==> src/rtl/countdown_timer.sv <==
// MM:SS BCD countdown timer, one second per ten clk ticks.
// Optional: define COUNTDOWN_TIMER_AUTO_RELOAD_EN for auto-reload on expiry.
module countdown_timer (
    input  logic       clk,
    input  logic       reset,
    input  logic [3:0] M_in1,
    input  logic [3:0] M_in0,
    input  logic [3:0] S_in1,
    input  logic [3:0] S_in0,
    input  logic       LD_timer,
    input  logic       START,
    input  logic       PAUSE,
    input  logic       STOP_al,
    output logic [3:0] M_out1,
    output logic [3:0] M_out0,
    output logic [3:0] S_out1,
    output logic [3:0] S_out0,
    output logic       timer_out,
    output logic       running
);

    typedef enum logic [1:0] {
        IDLE,
        RUN,
        HOLD,
        EXPIRED
    } state_t;

    state_t      state_q, state_d;
    logic [3:0]  tick_q, tick_d;
    logic [15:0] disp_d;
    logic        tmo_d;
    logic        load_ok;
    logic        time_zero;
    logic        count_en;
    logic [15:0] disp_q;
    logic [15:0] dec;
    logic [15:0] din;

`ifdef COUNTDOWN_TIMER_AUTO_RELOAD_EN
    logic [15:0] reload_q;
`endif

    assign disp_q    = {M_out1, M_out0, S_out1, S_out0};
    assign din       = {M_in1, M_in0, S_in1, S_in0};
    assign time_zero = (disp_q == 16'h0000);
    assign running   = (state_q == RUN);

    assign load_ok = LD_timer
                   && (M_in1 <= 4'd9) && (M_in0 <= 4'd9)
                   && (S_in1 <= 4'd5) && (S_in0 <= 4'd9);

    // One-second BCD decrement with borrow ripple; only used when non-zero.
    always_comb begin
        dec = disp_q;
        if (S_out0 != 4'd0) begin
            dec[3:0] = S_out0 - 4'd1;
        end else begin
            dec[3:0] = 4'd9;
            if (S_out1 != 4'd0) begin
                dec[7:4] = S_out1 - 4'd1;
            end else begin
                dec[7:4] = 4'd5;
                if (M_out0 != 4'd0) begin
                    dec[11:8] = M_out0 - 4'd1;
                end else begin
                    dec[11:8]  = 4'd9;
                    dec[15:12] = M_out1 - 4'd1;
                end
            end
        end
    end

    always_comb begin
        state_d  = state_q;
        tick_d   = tick_q;
        disp_d   = disp_q;
        tmo_d    = timer_out;
        count_en = 1'b0;

        if (LD_timer) begin
            // An invalid load swallows the cycle without touching anything.
            if (load_ok) begin
                disp_d  = din;
                tick_d  = 4'd0;
                tmo_d   = 1'b0;
                state_d = IDLE;
            end
        end else if (STOP_al && state_q == EXPIRED) begin
            tmo_d   = 1'b0;
            state_d = IDLE;
`ifdef COUNTDOWN_TIMER_AUTO_RELOAD_EN
        end else if (STOP_al && state_q == RUN) begin
            tmo_d    = 1'b0;
            count_en = 1'b1;
`endif
        end else if (PAUSE) begin
            if (state_q == RUN) begin
                state_d = HOLD;
            end
        end else if (START && (state_q == IDLE || state_q == HOLD)) begin
            if (!time_zero) begin
                state_d = RUN;
            end
        end else if (state_q == RUN) begin
            count_en = 1'b1;
        end

        if (count_en) begin
            if (tick_q == 4'd9) begin
                tick_d = 4'd0;
                if (!time_zero) begin
                    disp_d = dec;
                end
                if (dec == 16'h0000) begin
                    tmo_d = 1'b1;
`ifdef COUNTDOWN_TIMER_AUTO_RELOAD_EN
                    disp_d = reload_q;
`else
                    state_d = EXPIRED;
`endif
                end
            end else begin
                tick_d = tick_q + 4'd1;
            end
        end
    end

    always_ff @(posedge clk) begin
        if (reset) begin
            state_q   <= IDLE;
            tick_q    <= 4'd0;
            M_out1    <= 4'd0;
            M_out0    <= 4'd0;
            S_out1    <= 4'd0;
            S_out0    <= 4'd0;
            timer_out <= 1'b0;
        end else begin
            state_q   <= state_d;
            tick_q    <= tick_d;
            M_out1    <= disp_d[15:12];
            M_out0    <= disp_d[11:8];
            S_out1    <= disp_d[7:4];
            S_out0    <= disp_d[3:0];
            timer_out <= tmo_d;
        end
    end

`ifdef COUNTDOWN_TIMER_AUTO_RELOAD_EN
    always_ff @(posedge clk) begin
        if (reset) begin
            reload_q <= 16'h0000;
        end else if (load_ok) begin
            reload_q <= din;
        end
    end
`endif

endmodule

==> config.mk <==
export PLATFORM = sky130hd
export DESIGN_NAME = countdown_timer
export DESIGN_NICKNAME = d
export VERILOG_FILES = /design/src/rtl/countdown_timer.sv
export SDC_FILE = /design/constraint.sdc
export NUM_CORES = 1
export LEC_CHECK = 0
export BUFFER_PORTS_ARGS = -buffer_cell sky130_fd_sc_hd__clkbuf_2
export CAP_MARGIN = 5
export CORE_ASPECT_RATIO = 1.1
export CORE_UTILIZATION = 45
export CTS_BUF_LIST = sky130_fd_sc_hd__clkbuf_2
export CTS_CLUSTER_SIZE = 24
export DETAILED_ROUTE_END_ITERATION = 6
export PLACE_DENSITY_LB_ADDON = 0.25
export SYNTH_ARGS = -nofsm -noshare
export SYNTH_HDL_FRONTEND = slang
export SYNTH_SLANG_ARGS = --single-unit
export TNS_END_PERCENT = 30
==> constraint.sdc <==
create_clock -name clk -period 1.7 [get_ports clk]
set_input_delay 0.255 -clock clk [delete_from_list [all_inputs] [get_ports clk]]
set_output_delay 0.255 -clock clk [all_outputs]
set_load 0.1 [all_outputs]
Word level (Yosys, flattened, before mapping)
Index checks and enable logic that the tools add are counted.

storage, ports and cells
  bits of input ports = 22
  register bits = 23

cells by class
  add/subtract/negate cells = 5
  reduce and logical (&&, ||, !) cells = 16
  equality and inequality tests = 4
  magnitude comparators = 4
  multiplexer cells = 36

operator list
  kind                                                                    number
  16-bit two-way mux                                                      5
  16-bit zero test                                                        2
  4-bit two-way mux                                                       8
  2-bit two-way mux                                                       10
  4-bit by 1-bit subtractor with 4-bit output (second input constant)     4
  4-bit <= comparator (second input constant)                             3
  12-bit two-way mux                                                      1
  4-bit nonzero test                                                      3
  1-bit two-way mux                                                       11
  8-bit two-way mux                                                       1
  1-bit logical AND                                                       6
  4-bit by 1-bit adder with 4-bit output (second input constant)          1
  2-bit == test (second input constant)                                   2
  4-bit == test (second input constant)                                   1
  4-bit by 3-bit <= comparator with 1-bit output (second input constant)  1
  2-bit nonzero test                                                      2
  2-bit by 1-bit == test with 1-bit output (second input constant)        1
  2-bit zero test                                                         1
  2-bit AND reduction                                                     1
  1-bit logical OR                                                        1

Longest topological paths before layout
Gate-level depths: netlist of run 1.

  depth after elaboration = 10
  mapped depth = 8

Worst setup path before layout of run 1
Ideal clock, no wire load.

  path kind = reg2reg
  start point = reg M_out1[0]
  end point = reg M_out1[2]
  arrival = 2,469 ps
  cell stages (with the launch flop) = 8
  slack = -843 ps
  data required time = 1,626 ps
  cells stage by stage = dfxtp_1 > inv_1 > ha_1 > nor3b_1 > nand4_1 > nand2_2 > or4_1 > a31oi_1

between the ends
  word-level cells in the longest chain between the ends = 7
  elaborated cells on any way between the ends = 8
  classes of those cells = 1 x add/sub; 6 x mux; 1 x reduce/logical

ends and longest elaborated chain
  element                                      line  RTL
  start: declaration                           14    output logic [3:0] M_out1,
  start signal: assignment                     141   M_out1 <= disp_d[15:12];
  4-bit by 1-bit subtractor with 4-bit output  68    dec[15:12] = M_out1 - 4'd1;
  4-bit two-way mux                            64    if (M_out0 != 4'd0) begin
  8-bit two-way mux                            60    if (S_out1 != 4'd0) begin
  12-bit two-way mux                           56    if (S_out0 != 4'd0) begin
  16-bit two-way mux (*)                       112   if (!time_zero) begin
  16-bit two-way mux (*)                       110   if (tick_q == 4'd9) begin
  16-bit two-way mux (*)                       109   if (count_en) begin

Every way passes the cells marked *; elsewhere a longest branch is shown, timed or not.
A chain may end at the register's enable or synchronous reset.

Worst setup path after layout of run 1
  start point = reg M_out0[0]
  end point = reg state_q[1]

between the ends
  word-level cells in the longest chain between the ends = 9
  elaborated cells on any way between the ends = 16
  classes of those cells = 1 x add/sub; 12 x mux; 3 x reduce/logical

ends and longest elaborated chain
  element                                                                                              line  RTL
  start: declaration                                                                                   15    output logic [3:0] M_out0,
  start signal: assignment                                                                             142   M_out0 <= disp_d[11:8];
  parallel branches: the longest is 8 deep, another holds 4-bit by 1-bit subtractor with 4-bit output  --
  2-bit two-way mux (*)                                                                                109
  end signal: assignment                                                                               139   state_q <= state_d;
  end: declaration                                                                                     29    state_t state_q, state_d;

Mark *: on every way between the ends.

==> results.toml, run 1 <==
[status]
outcome = "complete, but fails checks"
failed_checks = "setup timing"

[sta]
skew_ns = 0.00442
period_needed_ns = 1.83
relSlewSlack_pct = 63.7
worstMarginPinSlew_ns = 0.547
fin_crit_sh_pct = 108
setup_ws_ns = -0.128
drv_slew = 0
timing.fmax_mhz = 547
finalSetupViolations = 13
finalHoldViolCount = 0
rsz0062_at_grt = "yes"

[floorplan]
core_region_area_um2 = 3020
rows = 21
die_x_um = 55.6
die_h_um = 60.9
start_util_pct = 47.0
pin_count = 40
dieArea_um2 = 3390

[clocking]
clk_path_buf_depth = 2
cts_tree = "done"
htree_num_levels = 1
clk_pin_slew_ns = 0.23
clockRootBuffer = "clkbuf_2"
cts_buffers = 3
clock-sinks = 23
insertion_delay_ns = 0.36
ctsHoldBuffers = 0

[logic_synthesis]
synth_top_area_cell = "dfxtp_1"
synthArstFlopShare_pct = 0
syn_avg_cell_area_um2 = 8.17
yosys_most_used_dff = "dfxtp_1"
synth.area.top_cells = "dfxtp_1, mux2i_1, nor2_1"
synth_area_um2 = 1420
synth_cells = 174
ys_seq_area_share_pct = 32.4
synthesis.nets = 200
netlist.area_leader.share_pct = 32.4
synth_edf_count = 0
yosysWarningCount = 0
ys_types = 53
ys_ff_latch = 23

[critical_path]
crit_family = "simple AND/OR/NAND/NOR gates"
crit_top_cell = "or4_4"
cp_slowest_cell = "or4_4"
required_ns = 2.02
reg2reg_to = "state_q[1]"
worst-path-stages = 4
reg2reg_slack_ns = -0.13
worst-setup-path-type = "flop to flop"
startpoint_type = "flop"
cp_cell_sequence = "or4_4 -> or4_4 -> nor4_4 -> a311o_1"
startpoint = "M_out0[0]"
endpoint = "state_q[1]"
path_buf_inv = 0
reg2reg_depth = 4
r2r_start = "M_out0[0]"
crit_arrival_ns = 2.15
crit_path_end_kind = "flop"
crit_fanout = 2
slowest_delay_ns = 0.53

[layout]
final_common_cell = "buf_4"
num_antenna_cells = 0
seqCellArea_um2 = 505
area_growth_pct = 56.4
nFillCells = 222
nNetsFinal = 281
fin_util_pct = 73.6
multi_input_area_um2 = 1080
drive_gt1_share_pct = 55.1
layout_common_cells = "buf_4, clkbuf_2, nor2_1"

[power]
internal_power_w = 0.000729
p_leak_nw = 0.966
seqPwrFrac_pct = 49.1
p_total_w = 0.00112
p_per_area_nw_per_um2 = 504
swShare_pct = 34.9
p_comb_share_pct = 29.9
p_sw_w = 0.000391
ir_worst_vdd_v = 0.000482
p_clk_share_pct = 21.1

[routing]
ant_nets = 0
drc_errors = 0
wl_per_cell_um = 16.2
via_count = 1718
viasPerCell = 5.97
routed_wl_mm = 4.66
drt_iter0_drc = 87
firstDrtPassIters = 4

[placement]
hpwl_mm = 3.30
numPortBuffers = 39
gp_congestion = 0.841

[flow_run]
max-cap-violations = 0

[global_routing]
grt_pass1_vias = 1628
grt_pass1_wl_mm = 7.20
antenna_found_initial = 0
gr-usage-all-layers_pct = 27.0
grt_overflow = 0
grt_max_degree = 19

[hold_path]
hp-class = "primary input to flop"
## power by group through the flow
stage | logic (W) | clock network, W | registers [W]
4_1_cts | 0.000308 | 0.000235 | 0.000549
3_3_place_gp | 0.000283 | 0 | 0.000558
5_1_grt | 0.000354 | 0.000263 | 0.000551
3_5_place_dp | 0.000289 | 0 | 0.000559
6_report | 0.000335 | 0.000236 | 0.000549
2_1_floorplan | 0.000118 | 0 | 0.000616
## synth_stat cells (2+ instances only)
cell type / n
a211oi_1: 2
a21oi_1: 6
a22oi_1: 5
a2bb2oi_1: 2
a311oi_1: 3
a31oi_1: 6
clkbuf_1: 6
dfxtp_1: 23
ha_1: 4
inv_1: 6
mux2i_1: 7
nand2_1: 15
nand2b_1: 2
nand3_1: 10
nand4_1: 2
nor2_1: 18
nor2b_1: 2
nor3_1: 2
nor3b_1: 2
nor4_1: 6
o21ai_0: 8
o22ai_1: 3
or3_1: 3
or4_1: 2
## layout make-up
cell class	instances	share of cell area [%]
sequential	23	22.7
inverter	6	1.24
clock buffer	3	0.675
clock inverter	1	0.225
multi-input combinational	137	48.6
tap	34	1.91
timing repair buffer	84	24.6
## worst register-to-register path: stages (launching register included)
cell and delay [ns]:
dfxtp_4 0.40, or4_4 0.53, or4_4 0.47, nor4_4 0.22
a311o_1 0.18
## stage by stage
stage	TNS (ns)	setup WS (ns)	cell area (µm²)	hold slack, ns	instances
5_1_grt	-1.98	-0.209	2220	0.134	288
2_1_floorplan	-1.21	-0.208	1540	0.406	174
4_1_cts	-0.618	-0.129	2140	0.142	283
3_3_place_gp	-1.99	-0.266	2020	0.457	276
3_5_place_dp	-2.62	-0.314	2020	0.466	276
6_report	-0.832	-0.128	2220	0.135	288
## worst min-delay path by stage
stage               from   endpoint  slack, ns  cells after the start
2_1_floorplan   S_in0[3]  S_out0[3]       0.41                      2
3_3_place_gp   S_out1[3]  S_out1[3]       0.46                      1
3_5_place_dp   S_out1[3]  S_out1[3]       0.47                      1
4_1_cts         S_in0[3]  S_out0[3]       0.14                      3
5_1_grt         S_in0[3]  S_out0[3]       0.13                      3
6_report        S_in0[1]  S_out0[1]       0.14                      3
## per-layer routing
metal / routed length (µm) / global-route usage [%] / vias up
met2: 2400 / 48.7 / 67
met5: 0 / 0 / -
met1: 1920 / 33.0 / 814
met3: 251 / 2.77 / 9
li1: - / - / 828
met4: 89 / 12.5 / 0
## repair_timing
action | in CTS | in global routing
gates resized for setup | 15 | 11
endpoints found under the hold margin | 0 | 0
setup buffers | 3 | 5
setup endpoints to repair | 16 | 19
pin swaps | 5 | 6
## flip-flops by register name (all words and copies together) (netlist names)
name	cells
S_out1	4
tick_q	4
S_out0	4
M_out1	4
timer_out	1
M_out0	4
state_q	2
## cell families (layout without fill, tap and decap cells)
| family | Yosys count | in the layout | synth area share (%) |
|---|---|---|---|
| AOI/OAI and AO/OA | 48 | 48 | 24.0 |
| xor gates and xnor gates | 1 | 1 | 0.616 |
| adders and majority gates | 4 | 4 | 3.52 |
| buffers and inverters | 14 | 94 | 4.31 |
| DFF | 23 | 23 | 32.4 |
| muxes | 7 | 7 | 4.93 |
| and+or+nand+nor | 77 | 77 | 30.2 |
(Power assumes the default switching activity.)
==> run 2: changes to the inputs <==
Settings changed: TNS_END_PERCENT 30 to default.
==> run 2 against run 1 <==
  * The flow still finishes with violations (setup timing)
  * Worst setup slack worse by 0.010 ns
  * Core utilization is 3.4 points higher
  * First-iteration DRC count up 15%
  * Total power grew 3.0%
==> results.toml, run 2 (synthesized netlist as in run 1, its figures left out) <==
[floorplan]
die_h_um = 60.9
rows = 21
pin_count = 40
die_x_um = 55.6
start_util_pct = 47.0
core_region_area_um2 = 3020
dieArea_um2 = 3390

[global_routing]
gr-usage-all-layers_pct = 26.7
grt_pass1_wl_mm = 7.07
grt_overflow = 0
grt_max_degree = 19
antenna_found_initial = 0
grt_pass1_vias = 1582

[layout]
area_growth_pct = 63.7
fin_cells = 290
multi_input_area_um2 = 1140
nFillCells = 194
num_antenna_cells = 0
final_common_cell = "clkbuf_2"
fin_util_pct = 77.0
drive_gt1_share_pct = 58.6
nNetsFinal = 283
layout_common_cells = "clkbuf_2, buf_4, nor2_1"
seqCellArea_um2 = 510

[clocking]
cts_buffers = 3
clk_path_buf_depth = 2
ctsHoldBuffers = 0
clock-sinks = 23
clk_pin_slew_ns = 0.24
clockRootBuffer = "clkbuf_2"
cts_tree = "done"
insertion_delay_ns = 0.36
htree_num_levels = 1

[critical_path]
endpoint = "M_out1[2]"
cp_cell_sequence = "or4b_4 -> nor2_4 -> nand2_2 -> or4_1 -> a31oi_1"
reg2reg_depth = 5
reg2reg_to = "M_out1[2]"
cp_slowest_cell = "or4b_4"
reg2reg_slack_ns = -0.14
startpoint_type = "flop"
worst-setup-path-type = "flop to flop"
r2r_start = "state_q[1]"
crit_arrival_ns = 2.15
slowest_delay_ns = 0.53
startpoint = "state_q[1]"
crit_path_end_kind = "flop"
required_ns = 2.01
crit_fanout = 4

[routing]
viasPerCell = 6.04
drt_iter0_drc = 100
firstDrtPassIters = 4
via_count = 1751
ant_nets = 0
routed_wl_mm = 4.68
drc_errors = 0
wl_per_cell_um = 16.1

[placement]
numPortBuffers = 39
gp_congestion = 0.959
dp_cells = 275
hpwl_mm = 3.25
dp_slack_ns = -0.284

[status]
outcome = "complete, but fails checks"
failed_checks = "setup timing"

[sta]
timing.fmax_mhz = 544
finalHoldViolCount = 0
relSlewSlack_pct = 63.8
rsz0062_at_grt = "yes"
worstMarginPinSlew_ns = 0.545
fin_crit_sh_pct = 108
drv_slew = 0
skew_ns = 0.00356
finalSetupViolations = 12
setup_ws_ns = -0.139
period_needed_ns = 1.84

[power]
p_leak_nw = 0.992
ir_worst_vdd_v = 0.000512
p_per_area_nw_per_um2 = 496

[hold_path]
hp-class = "primary input to flop"

[flow_run]
max-cap-violations = 0
==> run 2: worst min-delay path by stage <==
stage	from	cells past startpoint	to	slack, ns
after global routing	S_in0[1]	3	S_out0[1]	0.10
after CTS	S_in0[1]	3	S_out0[1]	0.12
final	S_in0[1]	3	S_out0[1]	0.10
after detailed placement	S_out1[3]	1	S_out1[3]	0.47
after floorplan	S_in1[1]	2	S_out1[1]	0.40
after global placement	S_out1[3]	1	S_out1[3]	0.46
==> run 2: critical path: cells and delay by family (launching register included) <==
| kind | cells | cell delay (ns) |
|---|---|---|
| compound gates | 1 | 0.14 |
| simple gates | 4 | 1.26 |
| flops | 1 | 0.38 |
==> run 2: layout make-up <==
class / count / share of cell area (%)
inverter: 6 / 1.18
clock buffer: 4 / 0.860
tap: 34 / 1.83
multi-input combinational: 137 / 49.1
sequential: 23 / 21.9
timing repair buffer: 86 / 25.1
==> run 2: layer usage <==
metal | up-vias | global-route usage, % | wire length [µm]
li1 | 831 | - | -
met1 | 832 | 32.4 | 1950
met2 | 76 | 48.2 | 2330
met3 | 12 | 2.77 | 281
met4 | 0 | 12.9 | 123
met5 | - | 0 | 0
==> run 2: where the power goes <==
part / internal [W] / leakage, nW / switching [W]
combinational: 0.000150 / 0.777 / 0.000202
sequential: 0.000536 / 0.198 / 0.0000144
clock: 0.0000621 / 0.0166 / 0.000189
==> run 2: through the flow <==
step	hold slack, ns	area, µm²	TNS [ns]	total power [W]
2_1_floorplan	0.402	1590	-0.972	0.000741
5_1_grt	0.101	2330	-1.91	0.00120
3_5_place_dp	0.470	2040	-2.20	0.000854
3_3_place_gp	0.459	2040	-1.72	0.000848
4_1_cts	0.116	2200	-0.714	0.00111
6_report	0.102	2330	-0.785	0.00115
==> run 2: timing repair <==
action	CTS	global route
pin swaps	13	13
setup buffers	6	6
resized for setup	21	19
endpoints found under the setup margin	18	24
